<file path="src/rtl/piston_pkg.sv">
// Shared lane geometry and gather-mode helpers for the piston datapath.
package piston_pkg;

  localparam int LANE_W = 128;
  localparam int LANES  = 8;

  typedef enum logic [1:0] {
    G1 = 2'd0,
    G2 = 2'd1,
    G4 = 2'd2,
    G8 = 2'd3
  } gather_mode_e;

  function automatic logic [3:0] beats_of(gather_mode_e m);
    return 4'd1 << m;
  endfunction

endpackage

</file>
<file path="src/rtl/gather_out_reg.sv">
// Output holding register for gathered words: valid/ready handshake with a dat+beats payload.
module gather_out_reg
  import piston_pkg::*;
#(
  parameter int W = LANE_W * LANES
) (
  input  logic         clk,
  input  logic         reset_n,
  input  logic         load,
  input  logic [W-1:0] load_dat,
  input  logic [3:0]   load_beats,
  input  logic         ready,
  output logic         valid,
  output logic [W-1:0] dat,
  output logic [3:0]   beats
);

  // A load in the same cycle as a drain wins, so back-to-back words have no bubble.
  always_ff @(posedge clk or negedge reset_n) begin
    if (!reset_n) begin
      valid <= 1'b0;
      dat   <= '0;
      beats <= '0;
    end else if (load) begin
      valid <= 1'b1;
      dat   <= load_dat;
      beats <= load_beats;
    end else if (valid && ready) begin
      valid <= 1'b0;
    end
  end

endmodule

</file>
<file path="src/rtl/gather_dat_128_1024.sv">
// Packs 128-bit lane beats into 1024-bit words, low slot first, with early close on t_0_last.
// Optional word counter on i_0_cnt is built only when GATHER_CNT_EN is defined.
module gather_dat_128_1024 #(
  parameter int LANE_W = piston_pkg::LANE_W,
  parameter int LANES  = piston_pkg::LANES,
  parameter int CNT_W  = 16
) (
  input  logic                      clk,
  input  logic                      reset_n,
  input  logic [7:0]                cfg_mode,
  output logic [7:0]                mode,
  input  logic [LANE_W-1:0]         t_0_dat,
  input  logic                      t_0_valid,
  input  logic                      t_0_last,
  output logic                      t_0_ready,
  output logic [LANE_W*LANES-1:0]   i_0_dat,
  output logic [3:0]                i_0_beats,
  output logic                      i_0_valid,
  input  logic                      i_0_ready
`ifdef GATHER_CNT_EN
  ,
  output logic [CNT_W-1:0]          i_0_cnt
`endif
);
  import piston_pkg::*;

  localparam int W = LANE_W * LANES;

  logic [1:0]   mode_reg;
  logic [2:0]   slot_reg;
  logic [W-1:0] acc_reg;
  logic [W-1:0] merged;
  gather_mode_e cur_mode;
  logic [3:0]   n_beats;
  logic         completing;
  logic         accept;
  logic         unused_cfg;

  assign unused_cfg = ^cfg_mode[7:2];

  // On the first beat of a word the incoming cfg_mode decides the word length.
  always_comb begin
    cur_mode   = (slot_reg == 3'd0) ? gather_mode_e'(cfg_mode[1:0]) : gather_mode_e'(mode_reg);
    n_beats    = beats_of(cur_mode);
    completing = ({1'b0, slot_reg} == (n_beats - 4'd1)) || t_0_last;
    t_0_ready  = reset_n && (!completing || !i_0_valid || i_0_ready);
    accept     = t_0_valid && t_0_ready;
  end

  genvar gi;
  generate
    for (gi = 0; gi < LANES; gi++) begin : g_slot
      assign merged[gi*LANE_W +: LANE_W] =
        (slot_reg == 3'(gi)) ? t_0_dat : acc_reg[gi*LANE_W +: LANE_W];
    end
  endgenerate

  always_ff @(posedge clk or negedge reset_n) begin
    if (!reset_n) begin
      mode_reg <= 2'd0;
      slot_reg <= 3'd0;
      acc_reg  <= '0;
    end else if (accept) begin
      if (slot_reg == 3'd0) begin
        mode_reg <= cfg_mode[1:0];
      end
      if (completing) begin
        acc_reg  <= '0;
        slot_reg <= 3'd0;
      end else begin
        acc_reg  <= merged;
        slot_reg <= slot_reg + 3'd1;
      end
    end
  end

  assign mode = {6'b0, mode_reg};

  gather_out_reg #(
    .W(W)
  ) u_out (
    .clk       (clk),
    .reset_n   (reset_n),
    .load      (accept && completing),
    .load_dat  (merged),
    .load_beats({1'b0, slot_reg} + 4'd1),
    .ready     (i_0_ready),
    .valid     (i_0_valid),
    .dat       (i_0_dat),
    .beats     (i_0_beats)
  );

`ifdef GATHER_CNT_EN
  logic [CNT_W-1:0] cnt_reg;

  always_ff @(posedge clk or negedge reset_n) begin
    if (!reset_n) begin
      cnt_reg <= '0;
    end else if (i_0_valid && i_0_ready) begin
      cnt_reg <= cnt_reg + 1'b1;
    end
  end

  assign i_0_cnt = cnt_reg;
`else
  localparam int unused_cnt_w = CNT_W;
`endif

endmodule

</file>
<file path="config.mk">
export PLATFORM = sky130hd
export DESIGN_NAME = gather_dat_128_1024
export DESIGN_NICKNAME = d
export VERILOG_FILES = /design/src/rtl/piston_pkg.sv /design/src/rtl/gather_out_reg.sv /design/src/rtl/gather_dat_128_1024.sv
export SDC_FILE = /design/constraint.sdc
export NUM_CORES = 2
export LEC_CHECK = 0
export ABC_AREA = 1
export CAP_MARGIN = 20
export CORE_AREA = 4 4 452 454
export DETAILED_ROUTE_END_ITERATION = 8
export DIE_AREA = 0 0 456 458
export PLACE_DENSITY = 0.67
export SETUP_SLACK_MARGIN = 0.1
export SLEW_MARGIN = 0
export SYNTH_ARGS = -nofsm -noshare
export SYNTH_HDL_FRONTEND = slang
export SYNTH_SLANG_ARGS = --single-unit
</file>
<file path="constraint.sdc">
create_clock -name clk -period 3.6 [get_ports clk]
set_input_delay 0.36 -clock clk [delete_from_list [all_inputs] [get_ports clk]]
set_output_delay 0.36 -clock clk [all_outputs]
set_load 0.01 [all_outputs]
</file>
==> results.sh <==
export IMPL_status="completed"
export IMPL_maxSlewHeadroom_pct=27.1
export IMPL_cts_tree="yes"
export IMPL_p_leak_nw=46.2
export IMPL_track_usage_pct=27.7
export IMPL_final_setup_skew_ns=0.0587
export IMPL_die_w_microns=456
export IMPL_ys_seq_elements=2058
export IMPL_rsz0062_at_grt="no"
export IMPL_drive_gt1_share_pct=5.14
export IMPL_hold_path_class="input pin to asynchronous set/reset pin"
export IMPL_drcViolationCount=0
export IMPL_finalHoldViolCount=0
export IMPL_layout_commonest_cell="nand2_1"
export IMPL_synthCells=10200
export IMPL_timing_final_crit_period_ns=3.23
export IMPL_crit_type="flip-flop to output port"
export IMPL_htree_levels=4
export IMPL_core_area_sq_um=200000
export IMPL_power_density_nw_per_um2=701
export IMPL_die_area_sq_um=209000
export IMPL_clk_pin_slew_worst_paths_ns=0.06
export IMPL_power_total_w=0.0775
export IMPL_worst_slew_pin_slew_ns=1.09
export IMPL_grt_pass1_vias=71900
export IMPL_ys_warnings_count=0
export IMPL_setup_violations=0
export IMPL_fmax_mhz=310
export IMPL_drt_iter0_markers=7668
export IMPL_grt_ovfl_total=0
export IMPL_cts_buffer_depth=3
export IMPL_initial_utilization_pct=44.6
export IMPL_start_kind="flip-flop"
export IMPL_netlist_area_sq_um=89100
export IMPL_ant_nets=0
export IMPL_grt_max_degree=194
export IMPL_maxCapViolations=0
export IMPL_yosys_area_top_type="dfrtp_1"
export IMPL_required_ns=3.24
export IMPL_io_buffers=1166
export IMPL_synth_top_area_share_pct=57.8
export IMPL_setup_tns_ns=0
export IMPL_clock_sinks=2058
export IMPL_antenna_found_initial=7
export IMPL_synth_area_per_cell_sq_um=8.70
export IMPL_wl_per_cell_microns=21.4
export IMPL_syn2layout_area_growth_pct=24.0
export IMPL_dpl_hpwl_microns=195000
export IMPL_worst_r2r_path_depth=16
export IMPL_worstPathArrival_ns=2.87
export IMPL_timing_final_crit_share_pct=89.7
export IMPL_post_cts_buffers=0
export IMPL_rows=164
export IMPL_yosysSeqAreaShare_pct=57.8
export IMPL_place_gp_congestion=0.880
export IMPL_max_vdd_ir_drop_mv=0.844
export IMPL_yosys_top_cells_area="dfrtp_1, o21ai_0, nand2_1, or2_1, a21oi_1"
export IMPL_rrSetupSlack_ns=0.42
export IMPL_r2r_start="slot_reg[1]"
export IMPL_cts_made_buffers=213
export IMPL_wl_microns=296000
export IMPL_viasPerCell=5.40
export IMPL_slew_violations=0
export IMPL_clkLatencyLatePin_ns=0.89
export IMPL_critPathMaxFanout=16
export IMPL_ios=1179
export IMPL_dieHeight_microns=458
export IMPL_fill_cells=17500
export IMPL_r2r_end="u_out.dat[829]"
export IMPL_root_buffer="clkbuf_16"
export IMPL_num_vias=74800
export IMPL_grt_pass1_wl_microns=450000
export IMPL_yosysUniqueCellTypes=25
export IMPL_cp_end_kind="output port"
export IMPL_drtPass1Iterations=8
export IMPL_fin_nets=11100
export IMPL_final_cell_mix="nand2_1, o21ai_0, dfrtp_1"
==> power breakdown <==
group,internal (W),switching (W)
Clock,0.0132,0.00972
Sequential,0.0278,0.00358
Combinational,0.00933,0.0138
==> synthesized netlist by cell type <==
| library cell | number |
|---|---|
| a21oi_1 | 641 |
| buf_1 | 8 |
| buf_2 | 185 |
| buf_4 | 16 |
| buf_6 | 13 |
| clkbuf_1 | 579 |
| conb_1 | 1 |
| dfrtp_1 | 2058 |
| ha_1 | 6 |
| inv_1 | 142 |
| inv_2 | 1 |
| inv_4 | 1 |
| nand2_1 | 2471 |
| nand2_2 | 1 |
| nand3_1 | 6 |
| nand3_2 | 1 |
| nand4_1 | 2 |
| nand4_2 | 1 |
| nor2_1 | 641 |
| nor2_4 | 1 |
| o21ai_0 | 2230 |
| o21ai_1 | 210 |
| or2_0 | 412 |
| or2_1 | 570 |
| or2_2 | 43 |
==> cells by family after synthesis <==
logic type                 share of synthesized area [%]
DFF                                                 57.8
buffers and inverters                               4.42
and+or+nand+nor                                     20.4
adders and majority gates                         0.0842
AOI/OAI and AO/OA                                   17.3
other                                            0.00421
==> area by class of cell <==
type	instances	area, sq um	area share [%]
diodes	6	15.0	0.0136
clock buffers	332	6430	5.82
clock inverters	66	938	0.849
inverters	144	543	0.491
multi-input cells	7242	33800	30.6
flip-flops and latches	2058	51500	46.6
well taps	2656	3320	3.01
repair buffers	1336	14000	12.6
==> how the worst max path moves through the flow <==
| stage | startpoint | end | cells past startpoint |
|---|---|---|---|
| finish | slot_reg[1] | t_0_ready | 13 |
| global route | slot_reg[1] | t_0_ready | 13 |
| CTS | slot_reg[1] | t_0_ready | 13 |
| detailed placement | slot_reg[1] | u_out.dat[532] | 16 |
| global placement | cfg_mode[0] | acc_reg[512] | 13 |
| floorplan | slot_reg[0] | t_0_ready | 15 |
==> routing by layer <==
layer | global-route usage [%] | vias up | share of wire, %
li1 | - | 34900 | -
met1 | 36.2 | 36300 | 40
met2 | 42.2 | 2894 | 45
met3 | 4.77 | 691 | 6.8
met4 | 19.2 | 0 | 8.0
met5 | 0 | - | 0
==> critical path, stage by stage, from the launching register on <==
cell	delay [ns]
dfrtp_1	0.45
inv_1	0.13
ha_2	0.26
inv_2	0.06
nor2_4	0.14
nand2_1	0.08
nand2_1	0.12
nand2_1	0.07
nand2_1	0.05
nand2_1	0.06
nand3_2	0.12
nand2_8	0.11
a21oi_4	0.18
buf_4	0.19
==> what timing repair did <==
action / in CTS / in global routing
setup endpoints to repair: 1 / 100
gates resized for setup: 8 / 3
cloned: 0 / 0
hold buffers: 1 / 0
hold endpoints to repair: 849 / 0
==> metrics by stage <==
stage	hold WS, ns	setup WS (ns)	std cells	utilization [%]	instance area [sq um]
finish	0.0842	0.371	13800	55.4	111000
detailed placement	0.288	0.358	13400	51.6	103000
floorplan	0.0644	1.18	10200	-	89100
global route	0.0379	0.0917	13800	55.4	111000
CTS	0.0136	0.130	13800	55.3	110000
global placement	0.287	0.398	13400	51.6	103000
(Power assumes the default switching activity.)
